<file path="config.mk">
export PLATFORM = sky130hd
export DESIGN_NAME = kf_seq_flat
export DESIGN_NICKNAME = d
export VERILOG_FILES = /design/src/rtl/kf_seq_if.sv /design/src/rtl/kf_seq.sv /design/src/flat_wrapper.sv
export SDC_FILE = /design/constraint.sdc
export NUM_CORES = 1
export LEC_CHECK = 0
export BUFFER_PORTS_ARGS = -buffer_cell sky130_fd_sc_hd__buf_2
export CAP_MARGIN = 20
export CORE_MARGIN = 2
export CORE_UTILIZATION = 38
export CTS_CLUSTER_DIAMETER = 30
export DETAILED_ROUTE_END_ITERATION = 6
export GPL_ROUTABILITY_DRIVEN = 0
export GPL_TIMING_DRIVEN = 1
export PLACE_DENSITY = 0.5
export SETUP_SLACK_MARGIN = 0.3
export SLEW_MARGIN = 20
export SYNTH_ARGS = -nofsm -noshare
export SYNTH_HDL_FRONTEND = slang
export SYNTH_SLANG_ARGS = --single-unit
</file>
<file path="constraint.sdc">
create_clock -name clk -period 6.2 [get_ports clk]
set_input_delay 0.93 -clock clk [delete_from_list [all_inputs] [get_ports clk]]
set_output_delay 0.93 -clock clk [all_outputs]
set_load 0.05 [all_outputs]
</file>
<file path="src/rtl/kf_seq_if.sv">
// kf_seq_if: sequencer <-> ALU / memory-register bus.
//   alu_op    [3:0]    opcode presented to the ALU
//   alu_start          one-cycle ALU launch
//   alu_done           ALU result valid (driven by the ALU side)
//   write              data-bank write strobe
//   dira [ADDRW-1:0]   bank port A address (read and write)
//   dirb [ADDRW-1:0]   bank port B address
//   rq_we / rd_we      RQ / RD accumulator write enables
// master = sequencer, slave = ALU / mem_reg side.
interface kf_seq_if #(
  parameter int ADDRW = 5
);
  logic [3:0]       alu_op;
  logic             alu_start;
  logic             alu_done;
  logic             write;
  logic [ADDRW-1:0] dira;
  logic [ADDRW-1:0] dirb;
  logic             rq_we;
  logic             rd_we;

  modport master (
    output alu_op, alu_start, write, dira, dirb, rq_we, rd_we,
    input  alu_done
  );

  modport slave (
    input  alu_op, alu_start, write, dira, dirb, rq_we, rd_we,
    output alu_done
  );
endinterface

</file>
<file path="src/rtl/kf_seq.sv">
// kf_seq: microcoded sequencer driving the memory-register block and ALU.
// Steps through a writable instruction store (2**PCW words of IW bits),
// launches ALU ops, waits for alu_done with a timeout, and issues the
// bank / RQ / RD write strobes.
// Ports:
//   clk, rst_n            clock, async active-low reset
//   prog_we/addr/data     instruction store write (only accepted in IDLE)
//   start                 one-cycle pulse, run program from pc 0
//   busy, done, err       run status; err sticky until next accepted start
//   bus (kf_seq_if.master) ALU handshake and bank control
// Instruction word: {op[3:0], a[ADDRW-1:0], b[ADDRW-1:0], wr, q, d, last}
// Optional feature: define KF_SEQ_LOOP_EN to give opcode 6 (LOOP) counted
// jump semantics; otherwise LOOP is a NOP and no counter exists.
//
// state | meaning
// IDLE  | waiting for start, store writable
// FETCH | ir <= store[pc]
// ISSUE | present a/b/op, launch ALU or dispatch MOV/NOP/LOOP
// WAIT  | hold bus, wait for alu_done or timeout
// WB    | one-cycle write strobes (write/rq_we/rd_we)
// DONE  | done pulse, back to IDLE
module kf_seq #(
  parameter int ADDRW = 5,
  parameter int PCW   = 6,
  parameter int TMO   = 63
) (
  input  logic                   clk,
  input  logic                   rst_n,
  input  logic                   prog_we,
  input  logic [PCW-1:0]         prog_addr,
  input  logic [8+2*ADDRW-1:0]   prog_data,
  input  logic                   start,
  output logic                   busy,
  output logic                   done,
  output logic                   err,
  kf_seq_if.master               bus
);
  localparam int IW = 8 + 2*ADDRW;
  localparam int NI = 2**PCW;
  localparam int TW = $clog2(TMO + 1);

  localparam logic [PCW-1:0] PC_ONE  = PCW'(1);
  localparam logic [PCW-1:0] PC_LAST = PCW'(NI - 1);
  localparam logic [TW-1:0]  TMO_LD  = TW'(TMO - 1);
  localparam logic [TW-1:0]  TMO_ONE = TW'(1);

  typedef enum logic [2:0] {
    S_IDLE, S_FETCH, S_ISSUE, S_WAIT, S_WB, S_DONE
  } state_t;

  state_t           state, state_nxt;
  logic [PCW-1:0]   pc, pc_nxt;
  logic [IW-1:0]    ir, ir_nxt;
  logic             err_nxt;
  logic [TW-1:0]    tmo_cnt, tmo_nxt;
  logic             adv;
  logic [IW-1:0]    mem [NI];

  logic [3:0]       ir_op;
  logic [ADDRW-1:0] ir_a, ir_b;
  logic             ir_wr, ir_q, ir_d, ir_last;

  assign ir_op   = ir[IW-1:IW-4];
  assign ir_a    = ir[IW-5:IW-4-ADDRW];
  assign ir_b    = ir[IW-5-ADDRW:4];
  assign ir_wr   = ir[3];
  assign ir_q    = ir[2];
  assign ir_d    = ir[1];
  assign ir_last = ir[0];

`ifdef KF_SEQ_LOOP_EN
  localparam logic [ADDRW-1:0] A_ONE = ADDRW'(1);
  logic [ADDRW-1:0] cnt, cnt_nxt;
  logic             loop_act, loop_act_nxt;

  always_ff @(posedge clk or negedge rst_n) begin
    if (!rst_n) begin
      cnt      <= '0;
      loop_act <= 1'b0;
    end else begin
      cnt      <= cnt_nxt;
      loop_act <= loop_act_nxt;
    end
  end
`endif

  // Instruction store has no reset.
  always_ff @(posedge clk) begin
    if (prog_we && state == S_IDLE) mem[prog_addr] <= prog_data;
  end

  always_ff @(posedge clk or negedge rst_n) begin
    if (!rst_n) begin
      state   <= S_IDLE;
      pc      <= '0;
      ir      <= '0;
      err     <= 1'b0;
      tmo_cnt <= '0;
    end else begin
      state   <= state_nxt;
      pc      <= pc_nxt;
      ir      <= ir_nxt;
      err     <= err_nxt;
      tmo_cnt <= tmo_nxt;
    end
  end

  always_comb begin
    state_nxt     = state;
    pc_nxt        = pc;
    ir_nxt        = ir;
    err_nxt       = err;
    tmo_nxt       = tmo_cnt;
    adv           = 1'b0;
    busy          = 1'b0;
    done          = 1'b0;
    bus.alu_op    = '0;
    bus.alu_start = 1'b0;
    bus.write     = 1'b0;
    bus.dira      = '0;
    bus.dirb      = '0;
    bus.rq_we     = 1'b0;
    bus.rd_we     = 1'b0;
`ifdef KF_SEQ_LOOP_EN
    cnt_nxt       = cnt;
    loop_act_nxt  = loop_act;
`endif

    // a/b/op stay on the bus from ISSUE through WB so the bank write
    // address in WB is still a.
    if (state == S_ISSUE || state == S_WAIT || state == S_WB) begin
      bus.dira   = ir_a;
      bus.dirb   = ir_b;
      bus.alu_op = ir_op;
    end

    case (state)
      S_IDLE: begin
        if (start) begin
          state_nxt = S_FETCH;
          pc_nxt    = '0;
          err_nxt   = 1'b0;
`ifdef KF_SEQ_LOOP_EN
          cnt_nxt      = '0;
          loop_act_nxt = 1'b0;
`endif
        end
      end
      S_FETCH: begin
        busy      = 1'b1;
        ir_nxt    = mem[pc];
        state_nxt = S_ISSUE;
      end
      S_ISSUE: begin
        busy = 1'b1;
        case (ir_op)
          4'd1, 4'd2, 4'd3, 4'd4: begin
            bus.alu_start = 1'b1;
            tmo_nxt       = TMO_LD;
            state_nxt     = S_WAIT;
          end
          4'd5: state_nxt = S_WB;
`ifdef KF_SEQ_LOOP_EN
          // loop_act distinguishes the first pass (load count) from later
          // passes (decrement) with the single shared counter.
          4'd6: begin
            if (!loop_act) begin
              if (ir_b == '0) begin
                adv = 1'b1;
              end else begin
                cnt_nxt      = ir_b - A_ONE;
                loop_act_nxt = 1'b1;
                pc_nxt       = PCW'(ir_a);
                state_nxt    = S_FETCH;
              end
            end else if (cnt != '0) begin
              cnt_nxt   = cnt - A_ONE;
              pc_nxt    = PCW'(ir_a);
              state_nxt = S_FETCH;
            end else begin
              loop_act_nxt = 1'b0;
              adv          = 1'b1;
            end
          end
`endif
          default: adv = 1'b1;
        endcase
      end
      S_WAIT: begin
        busy = 1'b1;
        if (bus.alu_done) begin
          state_nxt = S_WB;
        end else if (tmo_cnt == '0) begin
          err_nxt   = 1'b1;
          state_nxt = S_DONE;
        end else begin
          tmo_nxt = tmo_cnt - TMO_ONE;
        end
      end
      S_WB: begin
        busy      = 1'b1;
        bus.write = ir_wr;
        bus.rq_we = ir_q;
        bus.rd_we = ir_d;
        adv       = 1'b1;
      end
      S_DONE: begin
        done      = 1'b1;
        state_nxt = S_IDLE;
      end
      default: state_nxt = S_IDLE;
    endcase

    // Next-instruction logic; the pc never wraps past the last word.
    if (adv) begin
      if (ir_last) begin
        state_nxt = S_DONE;
      end else if (pc == PC_LAST) begin
        err_nxt   = 1'b1;
        state_nxt = S_DONE;
      end else begin
        pc_nxt    = pc + PC_ONE;
        state_nxt = S_FETCH;
      end
    end
  end
endmodule
</file>
<file path="src/flat_wrapper.sv">
// flat-port wrapper written by rule: the top's interface ports become plain ports
module kf_seq_flat 
#(
  parameter int ADDRW = 5,
  parameter int PCW   = 6,
  parameter int TMO   = 63
)
  (clk, rst_n, prog_we, prog_addr, prog_data, start, busy, done, err, bus_alu_op, bus_alu_start, bus_write, bus_dira, bus_dirb, bus_rq_we, bus_rd_we, bus_alu_done);
  kf_seq_if #(.ADDRW(ADDRW)) bus_i ();
  input  logic clk;
  input  logic rst_n;
  input  logic prog_we;
  input  logic [PCW-1:0] prog_addr;
  input  logic [8+2*ADDRW-1:0] prog_data;
  input  logic start;
  output logic busy;
  output logic done;
  output logic err;
  output wire logic [$bits(bus_i.alu_op)-1:0] bus_alu_op;
  output wire logic [$bits(bus_i.alu_start)-1:0] bus_alu_start;
  output wire logic [$bits(bus_i.write)-1:0] bus_write;
  output wire logic [$bits(bus_i.dira)-1:0] bus_dira;
  output wire logic [$bits(bus_i.dirb)-1:0] bus_dirb;
  output wire logic [$bits(bus_i.rq_we)-1:0] bus_rq_we;
  output wire logic [$bits(bus_i.rd_we)-1:0] bus_rd_we;
  input wire logic [$bits(bus_i.alu_done)-1:0] bus_alu_done;
  assign bus_alu_op = bus_i.alu_op;
  assign bus_alu_start = bus_i.alu_start;
  assign bus_write = bus_i.write;
  assign bus_dira = bus_i.dira;
  assign bus_dirb = bus_i.dirb;
  assign bus_rq_we = bus_i.rq_we;
  assign bus_rd_we = bus_i.rd_we;
  assign bus_i.alu_done = bus_alu_done;
  kf_seq #(.ADDRW(ADDRW), .PCW(PCW), .TMO(TMO)) u_core (.clk(clk), .rst_n(rst_n), .prog_we(prog_we), .prog_addr(prog_addr), .prog_data(prog_data), .start(start), .busy(busy), .done(done), .err(err), .bus(bus_i));
endmodule
</file>
==> metrics <==
worst-case reg-to-reg path depth 6; first-pass GRT wire length 174400 um; final worst slack 2404 ps; Die Ht 352.2 um; CP Depth 5; clk root buf clkbuf_16; Setup WS pre-CTS 2147 ps; core area 120100 um2; top post-synthesis cells by area edfxtp_1, mux4_2, dfrtp_1; # IOs 50; H-tree Lvls 4; largest net degree at the start of global routing 86; most common cell in the netlist edfxtp_1; initial antenna violation count 7; port buffer count 49; area share of the largest cell type after synthesis 0.7508; max reg flops 1152; cell row count between 100 and 150; Top cell by count, worst path nor2b_1; CTS tree built; Routed WL 121200 um; Mapped Cells 2176; total gr overflow 0; final setup fails 0; vias in the first global route 24.28k; switching power 6.559 mW; Detail Route Antenna Nets 0; layout cell share with drive strength beyond 1 0.3308; Max Cap Viol 0; clk slew on worst S/H paths 50 ps; Clock Latency Late Sink ~800 ps; clock share of power 0.503; Max Freq 0.2635 GHz; largest fanout on the critical path 15; die area 124000 um2; Comb pwr share 0.138; status complete, no violations; final count of hold timing violations 0; HP Class in -> async; Synth Flop Type edfxtp_1; post-synthesis compound-gate area fraction 0.02151; Post-synth EDFFs 1152; Static Leak around 18 nW; Seq/Total Area, Yosys 0.7693; synthesized area per cell 21.17 um2; WP buf/inv 2; sw frac 0.2569; slowest CP cell nor2b_1; Post-Synth Simple-Gate Area 0.04277; HPWL after DPL 69330 um; leading area contributor after synthesis edfxtp_1; final layout net count 2457; pwr dens 449.6 nW/um2; Initial DRC Count 2160; P&R area growth vs syn 23.27%; Reg power frac 0.359; skew final between 20 and 30 ps; Worst-Margin Slew approximately 1100 ps; Adder-Cell Fraction of Synth Area 0.0008147; Setup CP Type reg -> out; Routed WL per cell roughly 29 um; Max rail drop VDD 0.2945 mV; Top delay family on crit path simple AND/OR/NAND/NOR gates; Async SR Flop Fraction 0.02867; mapped cell area 46070 um2; worst hold margin 314.8 ps; clk sink count 1186; crit share post-route 0.6122; mux cell area share after synthesis 0.1477; Slew Limit Headroom 0.2762; vias 23.04k; most frequent cells after synthesis edfxtp_1, mux4_2, nor2_1; max incr delay on CP 560 ps; DRC errors left 0; nature of the critical path endpoint output pin; Filler Cells Inserted 10.01k; xor/xnor share of the synthesized area 0.0009505; Post-CTS Setup Inserts 0; initial core utilization 0.3835; Num CTS Buffers 236; largest family of logic cells by synthesized area multiplexers; Worst EP arrival 2870 ps; Syn Nets 2208; die width 352.2 um; total track usage 0.1951; CP Data Required Time 5270 ps; Cell variety after synth 64; min Tclk post-route 3796 ps; RSZ-0062 raised after global routing no; Worst setup SP type register; CTS resizes 0; routed vias/inst around 5.4; crit path cell chain nor2b_1, a21oi_1, buf_4, nor2b_1, buf_2; Synth warnings 0; max-slew violation count 0; Setup TNS 0 ps; Pint 18.97 mW; Seq cells post-synth ~1.2k; Clock Path Buffers 3; hold buffers post-CTS 0; DRT Pass-1 Iters 5
==> layout make-up <==
class	count	area, um2	area share
Clock buffer	259	6056	0.1066
Antenna cell	2	5.005	0.00008812
Tap cell	1612	2017	0.03551
Sequential cell	1186	35460	0.6243
Inverter	6	22.52	0.0003965
Clock inverter	187	2193	0.03862
Timing Repair Buffer	129	952.2	0.01677
Multi-Input combinational cell	866	10090	0.1777
==> cells in the final DEF (no fill, tap or decap), types with 6 or more instances in the layout <==
cell / n
mux4_2: 252
o211ai_1: 9
nor2_1: 66
buf_2: 49
inv_1: 6
nand3b_1: 8
clkbuf_1: 20
nor4_1: 7
clkinv_2: 35
clkbuf_16: 239
or4_1: 13
nand3_1: 43
nand2b_1: 18
nand2_1: 77
clkinv_4: 27
mux4_1: 17
mux2_2: 25
nor2b_1: 30
nor3_1: 9
inv_6: 13
nor2_4: 18
nand4_1: 20
buf_4: 69
mux2i_1: 40
buf_12: 7
a22oi_1: 19
clkinv_1: 30
a211oi_1: 12
o21ai_0: 9
edfxtp_1: 1152
bufinv_16: 37
nor2_2: 29
or3_1: 13
a31oi_1: 12
o22ai_1: 51
clkinvlp_4: 35
dfrtp_1: 29
==> path summary, 6_finish.rpt <==
check	from	endpoint	slack [ps]
worst min register to register	u_core.ir[13]	u_core.ir[13]	540
min in group clk	start	u_core.state[0]	440
worst max-delay path	u_core.state[2]	bus_dira[4]	2400
max in group asynchronous	rst_n	u_core.pc[0]	5130
worst max register to register	u_core.pc[4]	u_core.ir[15]	2470
worst min-delay path	rst_n	u_core.tmo_cnt[2]	310
==> power groups by stage <==
stage	registers, mW	clock network (mW)	logic (mW)
3_5_place_dp	9.32	0	3.57
2_1_floorplan	9.13	0	2.59
3_3_place_gp	9.31	0	3.56
5_1_grt	9.18	13.4	3.71
6_report	9.18	12.8	3.51
4_1_cts	9.17	13.0	3.58
==> kinds of logic after synthesis <==
family / after synthesis
AOI/OAI and AO/OA: 140
xor gates and xnor gates: 5
adders and majority gates: 3
buffers and inverters: 124
DFF: 1186
muxes: 334
and+or+nand+nor: 384
==> per-layer routing <==
layer	share of wire	global-route usage	up-vias
met2	0.49	0.3161	751
li1	-	-	9738
met4	0.023	0.05889	2
met3	0.057	0.03845	162
met1	0.43	0.2677	12386
met5	0.000082	0	-
==> worst register-to-register path, stage by stage (launching register included) <==
cell       delay (ps)
dfrtp_2           970
buf_4             410
nand4bb_1         540
o22ai_1           240
or4_1             680
or3_1             560
a31oi_1           240
==> stage by stage <==
| step | total power, mW | cell area, um2 | std cells | util |
|---|---|---|---|---|
| final | 25.53 | 56790 | 4247 | 0.4728 |
| after global routing | 26.32 | 56790 | 4245 | 0.4727 |
| after CTS | 25.77 | 56680 | 4243 | 0.4718 |
| after detailed placement | 12.88 | 48430 | 3797 | 0.4032 |
| after global placement | 12.87 | 48390 | 3795 | 0.4028 |
| after floorplan | 11.72 | 46070 | 2176 | - |
No activity file was read; power rests on OpenSTA's default activity.
